===== config.mk =====
export PLATFORM = sky130hd
export DESIGN_NAME = iter_shifter
export DESIGN_NICKNAME = d
export VERILOG_FILES = /design/src/rtl/iter_shifter.sv
export SDC_FILE = /design/constraint.sdc
export NUM_CORES = 1
export LEC_CHECK = 0
export ABC_AREA = 1
export CORE_MARGIN = 4
export CORE_UTILIZATION = 54
export DETAILED_ROUTE_END_ITERATION = 8
export HOLD_SLACK_MARGIN = 0.06
export MAX_ROUTING_LAYER = met4
export PLACE_DENSITY = 0.81
export SYNTH_ARGS = -nofsm -noshare
export SYNTH_HDL_FRONTEND = slang
export SYNTH_SLANG_ARGS = --single-unit
export TNS_END_PERCENT = 10

===== constraint.sdc =====
create_clock -name clk -period 2.83 [get_ports clk]
set_input_delay 0.4245 -clock clk [delete_from_list [all_inputs] [get_ports clk]]
set_output_delay 0.4245 -clock clk [all_outputs]
set_load 0.02 [all_outputs]

===== src/rtl/iter_shifter.sv =====
// rtl/iter_shifter.sv - multi-cycle shift/rotate unit, STEP bits per clock, valid/ready on both sides
module iter_shifter #(
    parameter int WIDTH   = 16,
    parameter int STEP    = 2,
    parameter int SHAMT_W = $clog2(WIDTH)
) (
    input  logic               clk,
    input  logic               rst_n,
    input  logic               in_valid,
    output logic               in_ready,
    input  logic [WIDTH-1:0]   in_data,
    input  logic [SHAMT_W-1:0] in_shamt,
    input  logic [2:0]         in_oper,
    output logic               out_valid,
    input  logic               out_ready,
    output logic [WIDTH-1:0]   out_data,
    output logic               out_err
);

    typedef enum logic [1:0] {IDLE, SHIFT, DONE} state_t;

    localparam logic [SHAMT_W-1:0] STEP_K = SHAMT_W'(STEP);

    state_t             state, state_next;
    logic [WIDTH-1:0]   data_q, step_data;
    logic [SHAMT_W-1:0] rem_q, rem_next, k;
    logic [2:0]         oper_q;
    logic               err_q;
    logic               illegal;

    assign illegal  = (in_oper > 3'b100);
    assign k        = (rem_q > STEP_K) ? STEP_K : rem_q;
    assign rem_next = rem_q - k;

    // One iteration of at most STEP bits; SRA re-samples the current MSB each step
    always_comb begin
        step_data = data_q;
        case (oper_q)
            3'b000:  step_data = (data_q << k) | (data_q >> (WIDTH - int'(k)));
            3'b001:  step_data = data_q << k;
            3'b010:  step_data = $unsigned($signed(data_q) >>> k);
            3'b011:  step_data = data_q >> k;
            3'b100:  step_data = (data_q >> k) | (data_q << (WIDTH - int'(k)));
            default: step_data = data_q;
        endcase
    end

    always_ff @(posedge clk or negedge rst_n) begin
        if (!rst_n) begin
            state <= IDLE;
        end else begin
            state <= state_next;
        end
    end

    always_comb begin
        state_next = state;
        case (state)
            IDLE: begin
                if (in_valid) begin
                    state_next = (illegal || in_shamt == '0) ? DONE : SHIFT;
                end
            end
            SHIFT: begin
                if (rem_next == '0) begin
                    state_next = DONE;
                end
            end
            DONE: begin
                if (out_ready) begin
                    state_next = IDLE;
                end
            end
            default: state_next = IDLE;
        endcase
    end

    always_comb begin
        in_ready  = (state == IDLE);
        out_valid = (state == DONE);
    end

    always_ff @(posedge clk or negedge rst_n) begin
        if (!rst_n) begin
            data_q <= '0;
            rem_q  <= '0;
            oper_q <= 3'b000;
            err_q  <= 1'b0;
        end else if (state == IDLE && in_valid) begin
            data_q <= in_data;
            rem_q  <= illegal ? '0 : in_shamt;
            oper_q <= in_oper;
            err_q  <= illegal;
        end else if (state == SHIFT) begin
            data_q <= step_data;
            rem_q  <= rem_next;
        end
    end

    assign out_data = data_q;
    assign out_err  = err_q;

endmodule


# Word-level counts from Yosys, hierarchy flattened
# Index checks and enable logic that the tools add are counted.
# word_totals
register_bits	26
latch_bits	0
mem_bits_rw	0
mem_bits_ro	0
input_bits	27
out_inout_bits	19
word_cells	47
mem_count	0
# op_classes
addsub	2
multipliers	0
n_div	0
magnitude_cmp	2
n_eq_ne	9
shifts	5
muxes	12
bitwise	2
reduce_logical	10
# op_table
cell	n
case mux 16 bit (5 select lines)	1
2-to-1 mux 16 bit	2
OR 16 bit	2
left shift 16 x 32 -> 16 bit	1
>> shifter 16 x 32 -> 16 bit	1
2-to-1 mux 4 bit	4
left shift 16 x 4 -> 16 bit	1
>> shifter 16 x 4 -> 16 bit	1
>>> shifter 16 x 4 -> 16 bit	1
zero test 4 bit	2
2-to-1 mux 2 bit	4
== test 3 x 2 -> 1 bit, second input constant	2
case mux 2 bit (3 select lines)	1
nonzero test 6 bit	1
subtractor 5 x 4 -> 6 bit, first input constant	1
> comparator 4 x 2 -> 1 bit, second input constant	1
!= test 2 bit, second input constant	2
subtractor 4 bit	1
== test 3 x 1 -> 1 bit, second input constant	1
== test 3 bit, second input constant	1
> comparator 3 bit, second input constant	1
zero test 3 bit	1
AND reduction 3 bit	1
== test 2 x 1 -> 1 bit, second input constant	1
7 further kinds	7

# Depth between registers and ports, before layout
# Gate-level depths: netlist (run 1).
# depth
word_depth	8
ltp_mapped	16
ltp_nobuf	14

# Least setup slack after synthesis (run 1)
# No wires, ideal clock.
# synth_path
path_kind	register to register
startpoint	register rem_q[3]
endpoint	register data_q[1], in the netlist out_data[1]
setup_ns	0.117
t_arrival_ns	2.166
required_time_ns	2.713
path_slack_ns	0.547
path_stages_with_launch	17
path_buffers	2
period_less_slack_ns	2.283
path_cell_list	dfrtp_1 -> nor2_4 -> nand2_2 -> inv_1 -> buf_4 -> ha_1 -> inv_1 -> buf_1 -> nand2_1 -> nand3_1 -> nand2_1 -> nand2_1 -> nand2_1 -> nand2_1 -> nand2_1 -> nand2_1 -> nand2_1
# synth_via
elab_chain_len	8
elab_cells_between_ends	13
classes_between	1 x add/sub; 1 x order compare; 5 x shift; 4 x mux; 2 x bitwise
# synth_rtl
item	line_no	source
start, declared	26	logic [SHAMT_W-1:0] rem_q, rem_next, k;
start signal, assigned	91	rem_q <= illegal ? '0 : in_shamt;
start signal, assigned	96	rem_q <= rem_next;
> comparator 4 x 2 -> 1 bit	32	assign k = (rem_q > STEP_K) ? STEP_K : rem_q;
2-to-1 mux 4 bit (*)	32	
subtractor 5 x 4 -> 6 bit	39, 43	
left shift 16 x 32 -> 16 bit or >> shifter 16 x 32 -> 16 bit (tied branches)	43, 39	
OR 16 bit (on tied branches)	43, 39	
case mux 16 bit (5 select lines) (*)	38	case (oper_q)
2-to-1 mux 16 bit (*)	94	end else if (state == SHIFT) begin
2-to-1 mux 16 bit (*)	89	end else if (state == IDLE && in_valid) begin
end signal, assigned	90	data_q <= in_data;
end signal, assigned	95	data_q <= step_data;
end, declared	25	logic [WIDTH-1:0] data_q, step_data;
# Every way passes the cells marked *; elsewhere a longest branch is shown, timed or not. The select of a mux whose other input is x is not followed.
# A chain may end at the register's enable or synchronous reset.

# Worst setup path after layout (run 1)
# layout_path
startpoint	register rem_q[3]
endpoint	register data_q[9], in the netlist out_data[9]
# Same word-level chain as after synthesis.

==> results of run 1 <==
-- routing by layer --
layer	routed length, um	global-route usage, %
met5	0	-
met4	342	12.0
met3	1000	4.29
met2	4360	51.7
met1	3820	43.1
-- per-stage QoR --
step | cell area, um^2 | power, mW
floorplan | 2750 | 3.17
global placement | 3240 | 4.12
detailed placement | 3240 | 4.14
CTS | 3310 | 4.48
global route | 3310 | 4.99
finish | 3310 | 4.56
-- layout make-up --
class                      instances  share of cell area [%]
clock buffer                       3                    1.25
clock inverter                     1                   0.906
inverter                          47                    5.32
multi-input combinational        386                    54.5
sequential                        26                    19.6
tap                               67                    2.53
timing repair buffer              55                    15.9
-- power by group through the flow --
stage                     combinational (mW)  sequential (mW)  clock [mW]
final                                   3.48            0.763       0.321
after global routing                    3.85            0.794       0.345
after CTS                               3.40            0.759       0.326
after detailed placement                3.38            0.766           0
after global placement                  3.36            0.760           0
after floorplan                         2.33            0.845           0
-- cells in the final DEF, fill, tap and decap left out, types with 2 or more instances in the layout --
cell / count
o21ai_2: 4
a31oi_1: 4
or2_0: 2
inv_2: 8
nor2_1: 53
o22ai_1: 4
buf_4: 10
nand4_1: 9
clkbuf_8: 3
nor2_2: 2
nand2_2: 4
nand3_1: 54
ha_1: 2
o221ai_1: 2
dfrtp_1: 26
o211ai_1: 4
nor3_1: 2
a21oi_1: 12
nand2_1: 179
inv_1: 39
o21ai_1: 8
o21ai_0: 25
clkdlybuf4s50_1: 45
nor2_4: 3
-- worst max-delay path by stage --
stage	start	cells after the start	endpoint	slack [ns]
2_1_floorplan	rem_q[3]	16	out_data[1]	0.55
5_1_grt	in_valid	10	out_data[10]	0.34
3_5_place_dp	in_valid	10	out_data[8]	0.25
4_1_cts	in_valid	10	out_data[8]	0.55
6_report	rem_q[3]	10	out_data[9]	0.49
3_3_place_gp	in_valid	10	out_data[10]	0.35
-- flip-flops by register name, indices dropped and copies added (netlist names) --
| register | flops |
|---|---|
| state | 2 |
| out_data | 16 |
| rem_q | 4 |
| out_err | 1 |
| oper_q | 3 |
-- logic make-up after synthesis --
| family | count (synthesis) | synth area share, % |
|---|---|---|
| AND/OR/NAND/NOR | 313 | 48.9 |
| AO/OA/AOI/OAI | 69 | 15.4 |
| buffers and inverters | 67 | 10.7 |
| flip-flops | 26 | 23.6 |
| adder cells (fa/ha/maj) | 2 | 0.909 |
| XOR/XNOR | 1 | 0.318 |
| other | 1 | 0.136 |
-- Yosys cell counts (8+ instances only) --
| cell | number | area (um^2) |
|---|---|---|
| buf_2 | 10 | 50.1 |
| a21oi_1 | 12 | 60.1 |
| o21ai_1 | 8 | 40.0 |
| nand3_1 | 54 | 270 |
| inv_2 | 8 | 30.0 |
| o21ai_0 | 25 | 125 |
| nand2_1 | 179 | 672 |
| nand4_1 | 9 | 56.3 |
| dfrtp_1 | 26 | 651 |
| inv_1 | 39 | 146 |
| nor2_1 | 53 | 199 |
-- critical path: cells and delay by family (launching register included) --
kind                       cells  cell delay [ns]
adders and majority gates      1             0.20
and+or+nand+nor                7             1.33
buffers and inverters          1             0.21
AOI/OAI and AO/OA              1             0.07
DFF                            1             0.45
==> impl_metrics.yaml, run 1 <==
status:
  status: "completed"
clocking:
  cts_hold_buf: 0
  insertion_delay_ns: 0.28
  clock_sinks: 26
  cts-root-buf: "clkbuf_8"
  cts-resized-gates: 0
  cts_made_buffers: 3
  cts_tree: "built"
  cts.clk_slew.worst_paths_ns: 0.10
  htreeDepth: 1
  clock_path_buffers: 2
  postCtsSetupBuffers: 0
final_layout:
  final_util_pct: 68.8
  finalNonFillerCells: 585
  fill_cells: 432
  regArea_um2: 651
  multi_input_area_um2: 1810
  area_delta_synth_final_pct: 20.5
  drive_gt1_share_pct: 7.72
  nets: 548
  diodes: 0
power:
  power_density_nw_per_um2: 1380
  p_leak_nw: 1.67
  p_sw_share_pct: 58.0
  internal_power_mw: 1.92
  net-switching-power_mw: 2.65
  combPwrFrac_pct: 76.2
  ir_drop_v: 0.00105
  seqPwrFrac_pct: 16.7
  p_clk_share_pct: 7.0
global_routing:
  grt_pass1_vias: 3288
  grt_pass1_wl_um: 15800
  antenna_found_initial: 0
  grt_max_degree: 27
  grt_usage_pct: 32.7
  overflow: 0
placed_design:
  placedCellCount: 581
  post-place-ws_ns: 0.249
  hpwl_um: 7110
  place_congestion: 1.01
  port_buffers: 45
yosys:
  synth_seq_cells: 26
  netlist_area_um2: 2750
  synth_edf_count: 0
  ys_types: 39
  synthCells: 479
  async_flop_share_pct: 100
  synthFlopType: "dfrtp_1"
  synthesis.nets: 508
  yosys_warnings: 0
  avgSynthCellArea_um2: 5.74
  ys_seq_area_share_pct: 23.6
setup_path:
  crit_top_cell: "nand2_1"
  max_stage_delay_ns: 0.45
  worst_ep_required_time_ns: 3.04
  slowest_stage: "dfrtp_1"
  critPathMaxFanout: 7
  regToRegStartpoint: "rem_q[3]"
  cp_cell_sequence: "nor2_4, nand3_4, ha_1, inv_1, nand2_1, nor2_1, nand3_1, nand4_1, nand2_1, o21ai_1"
  crit_arrival_ns: 2.55
  startpoint_type: "register"
  r2r_slack_ns: 0.49
  r2r_cells: 10
  path_class: "register to register"
  end_kind: "register"
  reg2reg_to: "out_data[9]"
drt:
  wl_per_cell_um: 16.3
  routed_via_density: 5.97
  first_iter_violations: 393
  antenna_left: 0
  remaining_drc_errors: 0
  drt_first_pass_iters: 6
  vias: 3495
  routed_wl_um: 9520
die:
  coreArea_um2: 4820
  die_y_um: 79.4
  die_w_um: 79.4
  initial_core_util_pct: 57.1
  die_area_um2: 6300
  rows: 25
  ios: 46
sta:
  min_period_ns: 2.34
  max_freq_ghz: 0.428
  rsz0062_at_grt: "false"
  layout_setup_ws_ns: 0.493
  fin_tns_setup_ns: 0
  fin_hold_ws_ns: 0.503
  slew-limit-headroom_pct: 35.2
  maxSlewViolCount: 0
  clock_skew_ns: 0.00457
  setup_viol: 0
  worst_pin_slew_ns: 0.971
  final_hold_viol_count: 0
  period_share_pct: 82.6
worst_hold_path:
  hold_class: "primary input to async pin"
run:
  maxCapViolations: 0
(Power assumes the default switching activity.)
==> run 2: changes to the inputs <==
clock period = 2.3 ns   (was 2.83 ns; I/O delays follow)
==> impl_metrics.yaml, run 2 (synthesized netlist as in run 1, its figures left out) <==
drt:
  remaining_drc_errors: 0
  antenna_left: 0
  vias: 3385
  wl_met3_um: 816
  wl_per_cell_um: 15.9
  met1_length_um: 3900
  drt_first_pass_iters: 5
  first_iter_violations: 421
  met2_wirelength_um: 4460
  routed_wl_um: 9360
  top_layer: "met4"
  routed_via_density: 5.76
sta:
  maxSlewViolCount: 0
  clock_skew_ns: 0.00664
  rsz0062_at_grt: "false"
  setup_viol: 0
  slew-limit-headroom_pct: 61.9
  max_freq_ghz: 0.469
  period_share_pct: 92.7
  fin_tns_setup_ns: 0
  final_hold_viol_count: 0
  worst_pin_slew_ns: 0.565
  min_period_ns: 2.13
clocking:
  cts_made_buffers: 3
  htreeDepth: 1
  cts_hold_buf: 0
  cts_tree: "built"
  cts.clk_slew.worst_paths_ns: 0.10
  cts-root-buf: "clkbuf_8"
  cts-resized-gates: 0
  insertion_delay_ns: 0.28
  postCtsSetupBuffers: 0
  clock_sinks: 26
  clock_path_buffers: 2
global_routing:
  grt_pass1_vias: 3176
  grt_pass1_wl_um: 15400
  overflow: 0
  grt_usage_pct: 31.9
  grt_max_degree: 28
  antenna_found_initial: 0
die:
  die_y_um: 79.4
  rows: 25
  die_w_um: 79.4
  die_area_um2: 6300
  ios: 46
  initial_core_util_pct: 57.1
  coreArea_um2: 4820
setup_path:
  crit_arrival_ns: 2.30
  worst_ep_required_time_ns: 2.47
  path_class: "register to register"
  startpoint_type: "register"
  end_kind: "register"
  critPathMaxFanout: 23
final_layout:
  area_delta_synth_final_pct: 20.9
  fill_cells: 463
  multi_input_area_um2: 1810
  largest_reg_flops: 16
  final_util_pct: 69.1
  drive_gt1_share_pct: 8.25
  layout_commonest_cell: "nand2_1"
  diodes: 0
  regArea_um2: 651
  most-common-layout-cells: "nand2_1 (179), nand3_1 (54), nor2_1 (53), clkdlybuf4s50_1 (45), inv_1 (39)"
  nets: 552
  finalNonFillerCells: 588
power:
  ir_drop_v: 0.00117
  power_density_nw_per_um2: 1670
  power_mw: 5.55
  p_leak_nw: 1.68
placed_design:
  port_buffers: 45
  placedCellCount: 585
  hpwl_um: 7070
  place_congestion: 1.05
run:
  maxCapViolations: 0
status:
  status: "completed"
worst_hold_path:
  hold_class: "primary input to async pin"
-- run 2: cell types whose count changed in the layout (fill, tap and decap cells not counted), sizes merged --
| cell | change |
|---|---|
| buf | +4 |
| bufinv | -1 |
-- run 2: metal layers --
metal,global-route usage (%),vias to the layer above
met4,10.1,0
li1,-,1642
met3,3.39,20
met2,51.5,182
met1,42.3,1541
met5,-,-
-- run 2: critical path, stage by stage, from the launching register on --
cell and delay, ns:
dfrtp_1 0.46, nor2_4 0.22, nand2_2 0.12, inv_1 0.10, ha_1 0.27, inv_1 0.11
buf_12 0.17, nand2_1 0.09, nand3_1 0.08, nand2_1 0.06, nand2_1 0.07, nand2_1 0.06
nand2_1 0.06, nand2_1 0.06, nand2_1 0.06, nand2_1 0.05
-- run 2: path summary, 6_finish.rpt --
path                             start           to  slack [ns]  cells past startpoint
setup / recovery              rem_q[2]  out_data[1]        0.17                     15
hold / removal                   rst_n     state[0]        0.43                      2
setup reg to reg              rem_q[2]  out_data[1]        0.17                     15
hold reg to reg            out_data[3]  out_data[3]        0.52                      2
max in group asynchronous        rst_n  out_data[1]        1.58                      2
min in group clk           out_data[3]  out_data[3]        0.52                      2
-- run 2: where the power goes --
group | total [mW] | internal (mW) | switching (mW) | leakage (nW)
Sequential | 0.923 | 0.685 | 0.238 | 0.325
Clock | 0.280 | 0.118 | 0.162 | 0.0216
Combinational | 4.35 | 1.51 | 2.83 | 1.33
-- run 2: stage by stage --
step | setup slack, ns | area, um^2 | hold slack, ns
5_1_grt | 0.0265 | 3330 | 0.462
2_1_floorplan | 0.0170 | 2750 | 0.0494
3_5_place_dp | 0.133 | 3290 | 0.500
6_report | 0.169 | 3330 | 0.433
4_1_cts | 0.224 | 3330 | 0.450
3_3_place_gp | 0.180 | 3290 | 0.496
-- run 2: layout make-up --
class	instances	share of cell area, %
clock buffer	3	1.24
inverter	47	5.30
multi-input combinational	386	54.3
sequential	26	19.6
tap	67	2.52
timing repair buffer	59	17.1
==> run 3: changes to the inputs <==
CORE_MARGIN = unset   (was 4)
==> impl_metrics.yaml, run 3 (synthesized netlist as in run 1, its figures left out) <==
setup_path:
  regToRegStartpoint: "rem_q[3]"
  worstSetupStartpoint: "rem_q[3]"
  reg2reg_to: "out_data[2]"
  critPathMaxFanout: 23
  end_kind: "register"
  r2r_slack_ns: 0.17
  worst_ep_required_time_ns: 2.52
  path_class: "register to register"
  crit_arrival_ns: 2.34
  r2r_cells: 14
  startpoint_type: "register"
sta:
  layout_setup_ws_ns: 0.175
  min_period_ns: 2.13
  fin_tns_setup_ns: 0
  setup_viol: 0
  period_share_pct: 92.4
  rsz0062_at_grt: "false"
  maxSlewViolCount: 0
  final_hold_viol_count: 0
  max_freq_ghz: 0.471
  clock_skew_ns: 0.00397
final_layout:
  fill_cells: 485
  diodes: 0
  most-common-layout-cells: "nand2_1 (179), nand3_1 (54), nor2_1 (53), clkdlybuf4s50_1 (45), inv_1 (39)"
  area_delta_synth_final_pct: 21.2
  nets: 553
  layout_commonest_cell: "nand2_1"
  largest_reg_flops: 16
  final_util_pct: 69.2
  drive_gt1_share_pct: 8.43
  regArea_um2: 651
  multi_input_area_um2: 1810
clocking:
  insertion_delay_ns: 0.28
  clock_path_buffers: 2
  cts_hold_buf: 0
  cts.clk_slew.worst_paths_ns: 0.10
  cts_made_buffers: 3
  cts-resized-gates: 0
  clock_sinks: 26
  cts_tree: "built"
  htreeDepth: 1
  postCtsSetupBuffers: 0
  cts-root-buf: "clkbuf_8"
placed_design:
  post-place-ws_ns: 0.0946
  place_congestion: 1.00
  hpwl_um: 7030
  port_buffers: 45
die:
  die_area_um2: 5380
  initial_core_util_pct: 57.1
  die_w_um: 73.4
  coreArea_um2: 4820
  rows: 25
  ios: 46
  die_y_um: 73.4
drt:
  routed_via_density: 5.84
  routed_wl_um: 9320
  first_iter_violations: 340
  vias: 3439
  antenna_left: 0
  wl_per_cell_um: 15.8
  remaining_drc_errors: 0
  drt_first_pass_iters: 5
run:
  maxCapViolations: 0
global_routing:
  overflow: 0
  grt_max_degree: 28
  grt_usage_pct: 37.3
  grt_pass1_vias: 3190
  grt_pass1_wl_um: 14900
  antenna_found_initial: 0
power:
  p_leak_nw: 1.68
  ir_drop_v: 0.00109
  power_density_nw_per_um2: 1670
worst_hold_path:
  hold_class: "primary input to async pin"
status:
  status: "completed"
==> run 3: cell types whose count changed in the layout (fill, tap and decap cells not counted), sizes merged <==
cell / delta
buf: +1
==> run 3: worst max path at each step <==
stage,end,slack (ns)
4_1_cts,out_data[2],0.23
2_1_floorplan,out_data[1],0.02
5_1_grt,out_data[1],0.05
3_5_place_dp,rem_q[2],0.09
3_3_place_gp,rem_q[1],0.18
6_report,out_data[2],0.17
==> run 3: worst max-delay path, cell delays in order (launching register included) <==
cell,delay (ns)
dfrtp_1,0.45
nor2_4,0.25
nand2_2,0.12
inv_1,0.09
ha_1,0.25
inv_1,0.11
buf_12,0.17
nand3_1,0.14
nand2_1,0.09
nand3_1,0.10
nand2_1,0.08
nand2_1,0.05
nand2_1,0.06
nand2_1,0.05
nand2_1,0.06
==> run 3: cell type report <==
| cell class | count | area share [%] |
|---|---|---|
| repair buffers | 60 | 17.3 |
| flip-flops and latches | 26 | 19.5 |
| inverters | 47 | 5.29 |
| well taps | 67 | 2.51 |
| clock buffers | 3 | 1.24 |
| multi-input cells | 386 | 54.2 |
==> run 3: layer usage <==
layer / global-route usage, % / vias to the layer above / part of all wire, % / wire length, um
li1: - / 1641 / - / -
met3: 4.53 / 35 / 9.0 / 835
met5: - / - / 0 / 0
met2: 61.5 / 198 / 47 / 4390
met4: 12.0 / 0 / 2.9 / 271
met1: 47.7 / 1565 / 41 / 3820
==> run 3: stage by stage <==
| step | area [um^2] | power, mW | instances | hold WS, ns |
|---|---|---|---|---|
| 5_1_grt | 3330 | 6.05 | 589 | 0.488 |
| 3_3_place_gp | 3290 | 5.10 | 586 | 0.494 |
| 6_report | 3330 | 5.55 | 589 | 0.433 |
| 2_1_floorplan | 2750 | 3.90 | 479 | 0.0494 |
| 3_5_place_dp | 3290 | 5.17 | 586 | 0.516 |
| 4_1_cts | 3330 | 5.45 | 589 | 0.445 |
==> run 3: power by group <==
group          switching, mW  total (mW)  internal (mW)
Clock                  0.154       0.272          0.118
Sequential             0.242       0.927          0.685
Combinational           2.85        4.35           1.51
==> RTL change (config.mk and constraints of run 3) <==
`WIDTH`: 16 -> 32.
--- a/src/rtl/iter_shifter.sv
+++ b/src/rtl/iter_shifter.sv
@@ -1,6 +1,6 @@
 // rtl/iter_shifter.sv - multi-cycle shift/rotate unit, STEP bits per clock, valid/ready on both sides
 module iter_shifter #(
-    parameter int WIDTH   = 16,
+    parameter int WIDTH   = 32,
     parameter int STEP    = 2,
     parameter int SHAMT_W = $clog2(WIDTH)
 ) (
Interface: changed (resized in_data, in_shamt and out_data); port bits go from 46 to 79. No check against the original RTL was run, so the function may have changed too.
==> RTL change against run 3 <==
Sequential cell count rose by 17; global-route usage is 4.0 points higher; synthesized area up 72%; clock skew increased by 0.0089 ns; critical path depth down 4; routed wire length rose by 95%; non-clock buffer count increased by 52; synthesized cell count is 80% higher; count of clock-buffer cells in the layout rose by 2; worst setup slack worse by 0.082 ns; total power is 64% higher; clock power up 130%; cell area rose by 76%.
==> RTL change: results (changes against run 3) <==
Clocking
The later-pin clock latency in the skew report is 0.32 ns (was 0.28 ns). The number of clock buffers inserted by TritonCTS is 5 (was 3). The number of buffers inserted for hold repair after clock tree synthesis is 1 (was 0).

Status
Run status: completed (unchanged).

Global route
The largest net degree at the start of global routing came to 52 (was 28). The met3 track demand over resource is 5.901% (was 4.527%). The number of global-route vias before repair is 5734 (was 3190). The met2 track demand over resource is 64.70% (was 61.52%). The global-route wire length before repair is 28170 µm (was 14920 µm). The total routing usage reported by global routing is 41.30% (was 37.32%).

Place
The cell total after placement is 1029 (was 586). The placement-stage worst setup slack is 0.1079 ns (was 0.09458 ns). The count of input and output buffers is 78 (was 45). The routability-driven placement congestion ratio is 1.139 (was 1.001). The estimated wirelength of the detail-placed design is 12990 µm (was 7026 µm). The instance area after placement is 5664 µm² (was 3293 µm²).

Yosys
The post-synth net total is 910 (was 508). Top cells by area in the synthesized netlist: sky130_fd_sc_hd__nand2_1, sky130_fd_sc_hd__dfrtp_1, sky130_fd_sc_hd__nand3_1 (unchanged). The synthesized netlist cell count is 864 (was 479). The share of synthesized area occupied by flip-flops and latches is 22.71% (was 23.65%).

Cell types with the highest counts after synthesis: sky130_fd_sc_hd__nand2_1, sky130_fd_sc_hd__nand3_1, sky130_fd_sc_hd__nor2_1, sky130_fd_sc_hd__inv_1, sky130_fd_sc_hd__o21ai_0 (was sky130_fd_sc_hd__nand2_1, sky130_fd_sc_hd__nand3_1, sky130_fd_sc_hd__nor2_1, sky130_fd_sc_hd__inv_1, sky130_fd_sc_hd__dfrtp_1). The count of unique library cells instantiated by Yosys is 38 (was 39).

Routing
The detail-routed net length per standard cell is 17.49 µm (was 15.83 µm). The per-cell via count in the routed design is 6.044 (was 5.839). The total routed wirelength came to 18230 µm (was 9324 µm). The number of DRC violations after detailed-routing iteration 0 is 844 (was 340). The detailed route wirelength on metal3 came to 2045 µm (was 835 µm).

The routed length on met1 came to 7328 µm (was 3823 µm).

Worst setup path
The worst reg-to-reg path cell count is 10 (was 14). The biggest fanout along the worst timing path came to 16 (was 23). The data arrival time at the worst-slack endpoint was 2.47 ns (was 2.34 ns). The last element of the critical path was out_data[9] (was out_data[2]).

The cell type of the slowest stage on the worst timing path is sky130_fd_sc_hd__nor2_4 (was sky130_fd_sc_hd__dfrtp_1).

Layout
The count of nets after finishing was 983 (was 553). The flip-flop count of the largest register, all copies and words added is 32 (was 16). The share of cells above drive strength 1 is 7.364% (was 8.429%). The filler cell count in the final layout was 741 (was 485).

Timing
The post-route clock skew is 0.01290 ns (was 0.003971 ns). The tightest hold margin is 0.4889 ns (was 0.4328 ns).

Power and ir drop
The standby leakage power is 2.977 nW (was 1.683 nW). The peak supply drop came to 1.089 mV (was 1.092 mV).
## RTL change: power breakdown
| group | leakage (nW) | switching (mW) | internal (mW) | total (mW) |
|---|---|---|---|---|
| Sequential | 0.529 | 0.442 | 1.15 | 1.59 |
| Clock | 0.0502 | 0.305 | 0.318 | 0.623 |
| Combinational | 2.40 | 4.45 | 2.43 | 6.88 |
| Total | 2.98 | 5.20 | 3.89 | 9.09 |
## RTL change: layout make-up
type,count,area (µm²),share of cell area [%]
tap,105,131.4,2.239
inverter,71,272.8,4.649
clock buffer,5,68.82,1.173
clock inverter,2,37.54,0.6398
multi-input combinational,704,3174,54.11
sequential,43,1077,18.36
timing repair buffer,112,1105,18.83
## RTL change: kinds of logic after synthesis
family                     count (synthesis)  synth area share (%)
other                                      1               0.07914
buffers and inverters                    118                 10.64
AOI/OAI and AO/OA                        139                 16.45
adders and majority gates                  2                0.5280
and+or+nand+nor                          561                 49.59
DFF                                       43                 22.71
